**src/rtl/noc_inject_port_pkg.sv**
```systemverilog
// Shared packet layout and field helpers for the NoC injection port.
package noc_pkg;

  localparam int unsigned VC_W = 2;
  localparam int unsigned X_W  = 2;
  localparam int unsigned Y_W  = 2;
  localparam int unsigned D_W  = 28;

  // Packet word: VC in the MSBs, then X, Y and payload.
  typedef struct packed {
    logic [VC_W-1:0] vc;
    logic [X_W-1:0]  x;
    logic [Y_W-1:0]  y;
    logic [D_W-1:0]  data;
  } pkt_t;

  function automatic pkt_t pkt_make(input logic [VC_W-1:0] vc,
                                    input logic [X_W-1:0]  x,
                                    input logic [Y_W-1:0]  y,
                                    input logic [D_W-1:0]  data);
    pkt_t p;
    p.vc   = vc;
    p.x    = x;
    p.y    = y;
    p.data = data;
    return p;
  endfunction

  function automatic logic [VC_W-1:0] pkt_vc(input pkt_t p);
    return p.vc;
  endfunction

  function automatic logic [X_W-1:0] pkt_x(input pkt_t p);
    return p.x;
  endfunction

  function automatic logic [Y_W-1:0] pkt_y(input pkt_t p);
    return p.y;
  endfunction

  function automatic logic [D_W-1:0] pkt_data(input pkt_t p);
    return p.data;
  endfunction

endpackage

```
**src/rtl/noc_inject_port_fifo.sv**
```systemverilog
// Show-ahead synchronous FIFO with separate occupancy tracking.
module sync_fifo #(
  parameter int unsigned DEPTH = 4,
  parameter int unsigned WIDTH = 8
) (
  input  logic                     clk_i,
  input  logic                     rst_ni,
  input  logic                     push_i,
  input  logic [WIDTH-1:0]         din_i,
  input  logic                     pop_i,
  output logic [WIDTH-1:0]         dout_o,
  output logic [$clog2(DEPTH):0]   occ_o
);

  localparam int unsigned AW    = $clog2(DEPTH);
  localparam int unsigned OCC_W = AW + 1;

  logic [WIDTH-1:0] mem_q [DEPTH];
  logic [AW-1:0]    wr_ptr_q, wr_ptr_d;
  logic [AW-1:0]    rd_ptr_q, rd_ptr_d;
  logic [OCC_W-1:0] occ_q, occ_d;
  logic             do_pop;

  // Pop only a real head; push is pre-qualified by the caller.
  always_comb begin
    do_pop   = pop_i && (occ_q != '0);
    wr_ptr_d = push_i ? wr_ptr_q + 1'b1 : wr_ptr_q;
    rd_ptr_d = do_pop ? rd_ptr_q + 1'b1 : rd_ptr_q;
    occ_d    = occ_q;
    if (push_i && !do_pop) begin
      occ_d = occ_q + 1'b1;
    end else if (!push_i && do_pop) begin
      occ_d = occ_q - 1'b1;
    end
  end

  // Pointer and occupancy registers.
  always_ff @(posedge clk_i or negedge rst_ni) begin
    if (!rst_ni) begin
      wr_ptr_q <= '0;
      rd_ptr_q <= '0;
      occ_q    <= '0;
    end else begin
      wr_ptr_q <= wr_ptr_d;
      rd_ptr_q <= rd_ptr_d;
      occ_q    <= occ_d;
    end
  end

  // Storage; cleared on reset so the head view reads zero when empty.
  always_ff @(posedge clk_i or negedge rst_ni) begin
    if (!rst_ni) begin
      for (int unsigned i = 0; i < DEPTH; i++) begin
        mem_q[i] <= '0;
      end
    end else if (push_i) begin
      mem_q[wr_ptr_q] <= din_i;
    end
  end

  assign dout_o = mem_q[rd_ptr_q];
  assign occ_o  = occ_q;

endmodule

```
**src/rtl/noc_inject_port.sv**
```systemverilog
// Router-side responder for the client i_v/i_ack injection handshake.
module noc_inject_port
  import noc_pkg::*;
#(
  parameter int unsigned VC_W  = noc_pkg::VC_W,
  parameter int unsigned X_W   = noc_pkg::X_W,
  parameter int unsigned Y_W   = noc_pkg::Y_W,
  parameter int unsigned D_W   = noc_pkg::D_W,
  parameter int unsigned DEPTH = 4,
  parameter int unsigned CNT_W = 16
) (
  input  logic                   clk,
  input  logic                   rst,
  input  logic                   i_v,
  input  logic [VC_W-1:0]        i_vc,
  input  logic [X_W-1:0]         i_x,
  input  logic [Y_W-1:0]         i_y,
  input  logic [D_W-1:0]         i_data,
  input  logic [VC_W-1:0]        i_b,
  output logic                   i_ack,
  output logic                   r_v,
  input  logic                   r_ready,
  output logic [VC_W-1:0]        r_vc,
  output logic [X_W-1:0]         r_x,
  output logic [Y_W-1:0]         r_y,
  output logic [D_W-1:0]         r_data,
  output logic [$clog2(DEPTH):0] occ,
  output logic [CNT_W-1:0]       acc_cnt,
  output logic                   busy
);

  localparam int unsigned OCC_W = $clog2(DEPTH) + 1;
  localparam int unsigned PKT_W = $bits(pkt_t);

  logic             ack_q, ack_d;
  logic [CNT_W-1:0] cnt_q, cnt_d;
  logic [OCC_W-1:0] fifo_occ;
  logic [PKT_W-1:0] fifo_dout;
  pkt_t             in_pkt, head_pkt;
  logic             acc, pop;
  logic             unused_b;

  assign unused_b = |i_b;

  // Accept when offered, not in the ack (dead) cycle, and room exists
  // either now or via a same-edge pop.
  always_comb begin
    pop   = r_v && r_ready;
    acc   = i_v && !ack_q && ((fifo_occ < OCC_W'(DEPTH)) || pop);
    ack_d = acc;
    cnt_d = acc ? cnt_q + 1'b1 : cnt_q;
  end

  // Ack pulse and accepted-packet counter.
  always_ff @(posedge clk or negedge rst) begin
    if (!rst) begin
      ack_q <= 1'b0;
      cnt_q <= '0;
    end else begin
      ack_q <= ack_d;
      cnt_q <= cnt_d;
    end
  end

  assign in_pkt = pkt_make(i_vc, i_x, i_y, i_data);

  sync_fifo #(
    .DEPTH (DEPTH),
    .WIDTH (PKT_W)
  ) u_fifo (
    .clk_i  (clk),
    .rst_ni (rst),
    .push_i (acc),
    .din_i  (in_pkt),
    .pop_i  (pop),
    .dout_o (fifo_dout),
    .occ_o  (fifo_occ)
  );

  assign head_pkt = pkt_t'(fifo_dout);
  assign r_v      = (fifo_occ != '0);
  assign r_vc     = pkt_vc(head_pkt);
  assign r_x      = pkt_x(head_pkt);
  assign r_y      = pkt_y(head_pkt);
  assign r_data   = pkt_data(head_pkt);
  assign occ      = fifo_occ;
  assign i_ack    = ack_q;
  assign acc_cnt  = cnt_q;
  assign busy     = (fifo_occ != '0) || ack_q;

endmodule

```
**config.mk**
```make
export PLATFORM = sky130hd
export DESIGN_NAME = noc_inject_port
export DESIGN_NICKNAME = d
export VERILOG_FILES = /design/src/rtl/noc_inject_port_pkg.sv /design/src/rtl/noc_inject_port_fifo.sv /design/src/rtl/noc_inject_port.sv
export SDC_FILE = /design/constraint.sdc
export NUM_CORES = 1
export LEC_CHECK = 0
export ABC_AREA = 1
export BUFFER_PORTS_ARGS = -buffer_cell sky130_fd_sc_hd__buf_2
export CAP_MARGIN = 30
export CORE_AREA = 2 2 136 138
export DETAILED_ROUTE_END_ITERATION = 10
export DIE_AREA = 0 0 138 140
export HOLD_SLACK_MARGIN = 0.05
export SETUP_SLACK_MARGIN = 0.3
export SKIP_LAST_GASP = 1
export SLEW_MARGIN = 0
export SYNTH_ARGS = -nofsm -noshare
export SYNTH_HDL_FRONTEND = slang
export SYNTH_HIERARCHICAL = 1
export SYNTH_SLANG_ARGS = --single-unit
export TNS_END_PERCENT = 20
```
**constraint.sdc**
```tcl
create_clock -name clk -period 2.7 [get_ports clk]
set_clock_uncertainty 0.2 [all_clocks]
set_input_delay 0.135 -clock clk [delete_from_list [all_inputs] [get_ports clk]]
set_output_delay 0.135 -clock clk [all_outputs]
set_load 0.02 [all_outputs]
```
==> results_dict.tcl, run 1 <==
set metrics [dict create \
    met1_usage_pct 23.2 \
    tightest_slew_ns 0.785 \
    grt_usage_pct 17.5 \
    grt_max_degree 73 \
    dpl.hpwl_mm 9.35 \
    fillers 1763 \
    worstSetupStartpoint "u_fifo/rd_ptr_q[1]" \
    max_freq_mhz 456 \
    leakage_uw 0.00473 \
    drv_slew 0 \
    internal_power_uw 6490 \
    drt_pre_antenna_iters 5 \
    die_h_um 140 \
    maxCapViolations 0 \
    switchingPower_uw 4460 \
    setup_tns_ns 0 \
    synth_nets 935 \
    antenna_cells 0 \
    area_growth_pct 17.9 \
    cts_setup_buffers 0 \
    mappedNetlistArea_sq_mm 0.00775 \
    io_buffers 93 \
    vias_per_cell 4.82 \
    syn_area_per_cell_sq_um 8.73 \
    grt-ovfl-total 0 \
    critPathKind "reg2out" \
    pwr-share-seq_pct 36.4 \
    power_density_mw_per_mm2 1200 \
    end_kind "output port" \
    grt_pass1_wl_mm 27.5 \
    cp-endpoint "r_data[19]" \
    slowest_stage "inv_2" \
    cts_num_sinks 160 \
    fp-row-count 49 \
    r2r-end "u_fifo/occ_o[2]" \
    cts.repair.resized 0 \
    p_sw_share_pct 40.7 \
    status "complete, no violations" \
    yosysSeqAreaShare_pct 51.7 \
    r2r_cells 10 \
    critPathLaunchType "flip-flop" \
    r2r_start "u_fifo/occ_o[2]" \
    rrSetupSlack_ns 0.55 \
    cp_max_fo 25 \
    stdcell_count 1235 \
    fin_util_pct 51.4 \
    fin_crit_ns 2.19 \
    antenna_found_initial 0 \
    drt-initial-drc-count 355 \
    ctsRootBufferMaster "clkbuf_16" \
    tritoncts "built" \
    nNetsFinal 1042 \
    synth-edff-count 0 \
    htree_levels 4 \
    cts_buffers 17 \
    drc_errors 0 \
    crit_chain "inv_2 > buf_4 > o211ai_1 > nand2_1 > buf_2" \
    die_area_sq_mm 0.0193 \
    place.gp.congestion 0.767 \
    slew_headroom_pct 47.7 \
    use_met2_pct 29.0 \
    dieWidth_um 138 \
    vdd_drop_max_mv 0.536 \
    clk_latency_ns 0.42 \
    initial_core_util_pct 43.6 \
    vias 5954 \
    critPathMaxStageDelay_ns 0.44 \
    first_global_vias 5673 \
    period_share_pct 81.2 \
    rsz0062_at_grt "false" \
    synth_warnings 6 \
    clock_tree.buffer_depth 2 \
    clkPwrFrac_pct 21.5 \
    setup_viol 0 \
    cp.required_ns 2.37 \
    io_pins 96 \
    drive_gt1_share_pct 17.5 \
    wl_per_cell_um 12.9 \
    top_usage_layer "met2" \
    core_sq_mm 0.0178 \
    synth_ff_type "dfrtp_1" \
    routed_wl_mm 15.9 \
    syn_inst 888 \
    path_clk_slew_ns 0.06 \
    hold_violations 0 \
    synth_cell_types 28 \
    dp.cells 1167 \
    final_antenna_net_count 0 \
    synth-async-reset-ratio_pct 100 \
    combPwrFrac_pct 42.1 \
    synth_seq_cells 160 \
    cp.arrival_ns 1.86 \
    hp-class "in2async" \
    grt_util_met3_pct 3.38 \
]
worst min-delay path by stage:
stage / endpoint / from / cells past startpoint
floorplan: acc_cnt[0] / rst / 0
global placement: u_fifo/mem_q[49] / rst / 1
detailed placement: u_fifo/mem_q[50] / rst / 1
CTS: u_fifo/mem_q[50] / rst / 2
global route: u_fifo/mem_q[50] / rst / 2
finish: u_fifo/mem_q[50] / rst / 2
power by group through the flow:
stage          combinational [uW]  sequential [uW]  clock, uW
2_1_floorplan                3610             3980          0
3_3_place_gp                 4560             3980          0
3_5_place_dp                 4630             4020          0
4_1_cts                      4700             3990       2420
5_1_grt                      5260             4120       2510
6_report                     4610             3990       2360
area by class of cell:
| type | count | area, sq um | area share [%] |
|---|---|---|---|
| clock buffers | 21 | 470 | 5.15 |
| clock inverters | 9 | 109 | 1.19 |
| inverters | 127 | 478 | 5.23 |
| multi-input cells | 549 | 2840 | 31.0 |
| flip-flops and latches | 160 | 4000 | 43.8 |
| well taps | 229 | 287 | 3.13 |
| repair buffers | 140 | 957 | 10.5 |
per-stage QoR:
stage	area (sq um)	setup slack [ns]	hold WS, ns	power [uW]
2_1_floorplan	7750	0.647	-0.361	7590
3_3_place_gp	8180	0.569	0.0103	8550
3_5_place_dp	8180	0.560	0.00772	8650
4_1_cts	9140	0.440	0.126	11100
5_1_grt	9140	0.362	0.165	11900
6_report	9140	0.509	0.0985	11000
Yosys cell counts (4+ instances only):
library cell / count / area, sq um
ha_1: 6 / 75.1
buf_6: 28 / 315
o211ai_1: 68 / 510
clkbuf_1: 8 / 30.0
nand4_1: 8 / 50.1
dfrtp_1: 160 / 4000
nor2_1: 5 / 18.8
buf_2: 15 / 75.1
o21ai_0: 57 / 285
xnor2_1: 6 / 52.6
o21ai_1: 64 / 320
nor2_2: 5 / 31.3
nand3_1: 9 / 45.0
nand2_4: 4 / 45.0
o21ai_2: 16 / 140
nand2_1: 276 / 1040
nand2_2: 10 / 62.6
inv_1: 123 / 462
nor2_4: 4 / 45.0
xor2_1: 5 / 43.8
critical path, delay by kind of cell (launching register included):
kind	cells	cell delay [ns]
simple gates	1	0.09
flops	1	0.38
buf+inv	3	0.87
compound gates	1	0.09
logic make-up after synthesis:
logic type / Yosys count / share of synthesized area, %
simple gates: 323 / 17.4
xor+xnor: 13 / 1.66
buf+inv: 179 / 11.8
flops: 160 / 51.7
compound gates: 206 / 16.3
fa+ha+maj: 7 / 1.23
registers in the layout, indices dropped and copies added (netlist names):
register / cells
u_fifo/mem_q: 136
acc_cnt: 16
u_fifo/occ_o: 3
u_fifo/rd_ptr_q: 2
u_fifo/wr_ptr_q: 2
i_ack: 1
cell usage in the layout, fill, tap and decap left out, drive strengths merged:
cell / count
a31oi: 1
buf: 102
bufinv: 2
clkbuf: 21
clkinv: 4
clkinvlp: 4
dfrtp: 160
dlygate4sd3: 38
fa: 1
ha: 6
inv: 126
nand2: 290
nand3: 10
nand4: 8
nor2: 14
nor3: 1
o211ai: 68
o21ai: 137
xnor2: 8
xor2: 5
what timing repair did:
| action | 4_1_cts | 5_1_grt |
|---|---|---|
| hold buffers | 38 | 0 |
| hold endpoints to repair | 230 | 0 |
| endpoints found under the setup margin | 0 | 0 |
layer usage:
metal	share of wire [%]	wire length, um
met5	0	0
met4	1.3	206
met3	3.7	580
met2	47	7400
met1	48	7690
Note: power is estimated with default switching activity, not from simulation.
==> run 2: changes to the inputs <==
==> constraint.sdc (replaced) <==
create_clock -name clk -period 2.04 [get_ports clk]
set_clock_uncertainty 0.2 [all_clocks]
set_input_delay 0.102 -clock clk [delete_from_list [all_inputs] [get_ports clk]]
set_output_delay 0.102 -clock clk [all_outputs]
set_load 0.02 [all_outputs]
==> results_dict.tcl, run 2 (same netlist as run 1, synthesis figures left out) <==
set metrics [dict create \
    hp-class "in2async" \
    clkPwrFrac_pct 19.1 \
    initial_core_util_pct 43.6 \
    fin_crit_ns 1.98 \
    grt_pass1_wl_mm 29.7 \
    drt-initial-drc-count 428 \
    cp.arrival_ns 1.68 \
    setup_viol 0 \
    core_sq_mm 0.0178 \
    vdd_drop_max_mv 1.08 \
    status "complete, no violations" \
    largest_reg_flops 136 \
    max_freq_mhz 505 \
    end_kind "output port" \
    die_h_um 140 \
    cts_num_sinks 160 \
    tightest_slew_ns 0.438 \
    area_growth_pct 31.4 \
    dpl.hpwl_mm 10.3 \
    clk_latency_ns 0.42 \
    io_pins 96 \
    die_area_sq_mm 0.0193 \
    drv_slew 0 \
    htree_levels 4 \
    fp-row-count 49 \
    critPathKind "reg2out" \
    leakage_uw 0.00519 \
    combPwrFrac_pct 49.6 \
    grt_usage_pct 19.0 \
    nNetsFinal 1092 \
    hold_violations 0 \
    ctsRootBufferMaster "clkbuf_16" \
    io_buffers 93 \
    rsz0062_at_grt "true" \
    cp_max_fo 7 \
    setup_tns_ns 0 \
    critPathLaunchType "flip-flop" \
    cp.required_ns 1.74 \
    layout_common_cells "nand2_1, dfrtp_1, inv_1, buf_2, o211ai_1" \
    internal_power_uw 10200 \
    wl_per_cell_um 14.8 \
    path_clk_slew_ns 0.07 \
    drive_gt1_share_pct 24.7 \
    cts_buffers 17 \
    grt-ovfl-total 0 \
    drt_pre_antenna_iters 4 \
    drc_errors 0 \
    vias 6248 \
    slew_headroom_pct 70.8 \
    dieWidth_um 138 \
    clock_tree.buffer_depth 2 \
    fillers 1643 \
    antenna_cells 0 \
    top_register "u_fifo/mem_q" \
    maxCapViolations 0 \
    antenna_found_initial 0 \
    place.gp.congestion 0.761 \
    tritoncts "built" \
    pwr-share-seq_pct 31.3 \
    first_global_vias 5795 \
    p_sw_share_pct 39.5 \
    layout_commonest_cell "nand2_1" \
    final_antenna_net_count 0 \
    period_share_pct 97.2 \
    switchingPower_uw 6700 \
    routed_wl_mm 19.0 \
    grt_max_degree 72 \
    power_density_mw_per_mm2 1660 \
    vias_per_cell 4.86 \
    hold_ws_ns 0.0421 \
]
==> run 2: per-layer routing <==
layer	track usage [%]	wire, um	part of all wire (%)	up-vias
met5	0	0	0	-
met4	3.71	138	0.73	0
met3	3.73	581	3.1	11
met2	31.8	9090	48	104
met1	26.0	9220	48	2967
li1	-	-	-	3166
==> run 2: area by class of cell <==
class / count / area, sq um / share of cell area, %
inverters: 127 / 489 / 4.80
well taps: 229 / 287 / 2.81
multi-input cells: 549 / 2960 / 29.0
repair buffers: 189 / 1840 / 18.1
flip-flops and latches: 160 / 4010 / 39.4
repair inverters: 1 / 3.75 / 0.0368
clock buffers: 21 / 460 / 4.52
clock inverters: 10 / 135 / 1.33
==> run 2: power groups by stage <==
stage	Combinational, uW	Sequential (uW)	Clock (uW)
3_5_place_dp	6350	5340	0
3_3_place_gp	6260	5300	0
2_1_floorplan	4810	5280	0
6_report	8390	5310	3240
4_1_cts	7470	5290	3310
5_1_grt	9210	5480	3440
==> run 2: path summary, 6_finish.rpt <==
path	startpoint	slack, ns	cells after the start	endpoint
min in group clk	u_fifo/mem_q[36]	0.28	2	u_fifo/mem_q[36]
min	rst	0.04	3	u_fifo/mem_q[56]
max	u_fifo/rd_ptr_q[0]	0.06	6	r_data[20]
max in group asynchronous	rst	0.73	4	u_fifo/mem_q[122]
min reg2reg	u_fifo/mem_q[36]	0.28	2	u_fifo/mem_q[36]
max reg2reg	u_fifo/occ_o[2]	0.17	10	u_fifo/occ_o[2]
==> run 2: worst max-delay path: stages (launching register included) <==
cell and delay, ns:
dfrtp_2 0.41, inv_8 0.05, buf_12 0.15, clkbuf_16 0.17, o211ai_1 0.18, nand2_1 0.12
buf_2 0.18
==> run 2: what timing repair did <==
action                     4_1_cts  5_1_grt
setup buffers                   13       10
pin swaps                       11       28
gates resized for setup         29       64
setup endpoints to repair      157      167
gates cloned                     7        8
hold buffers                    38        0
hold endpoints to repair       303        0
==> run 2: metrics by stage <==
step | setup WS, ns | power (uW) | utilization, % | cells | cell area [sq um]
after detailed placement | 0.0885 | 11700 | 47.0 | 1178 | 8360
after global placement | 0.126 | 11600 | 47.0 | 1178 | 8360
after floorplan | 0.0915 | 10100 | - | 888 | 7780
after global routing | -0.000416 | 18100 | 57.3 | 1286 | 10200
final | 0.0580 | 16900 | 57.3 | 1286 | 10200
after CTS | 0.0712 | 16100 | 54.6 | 1267 | 9700
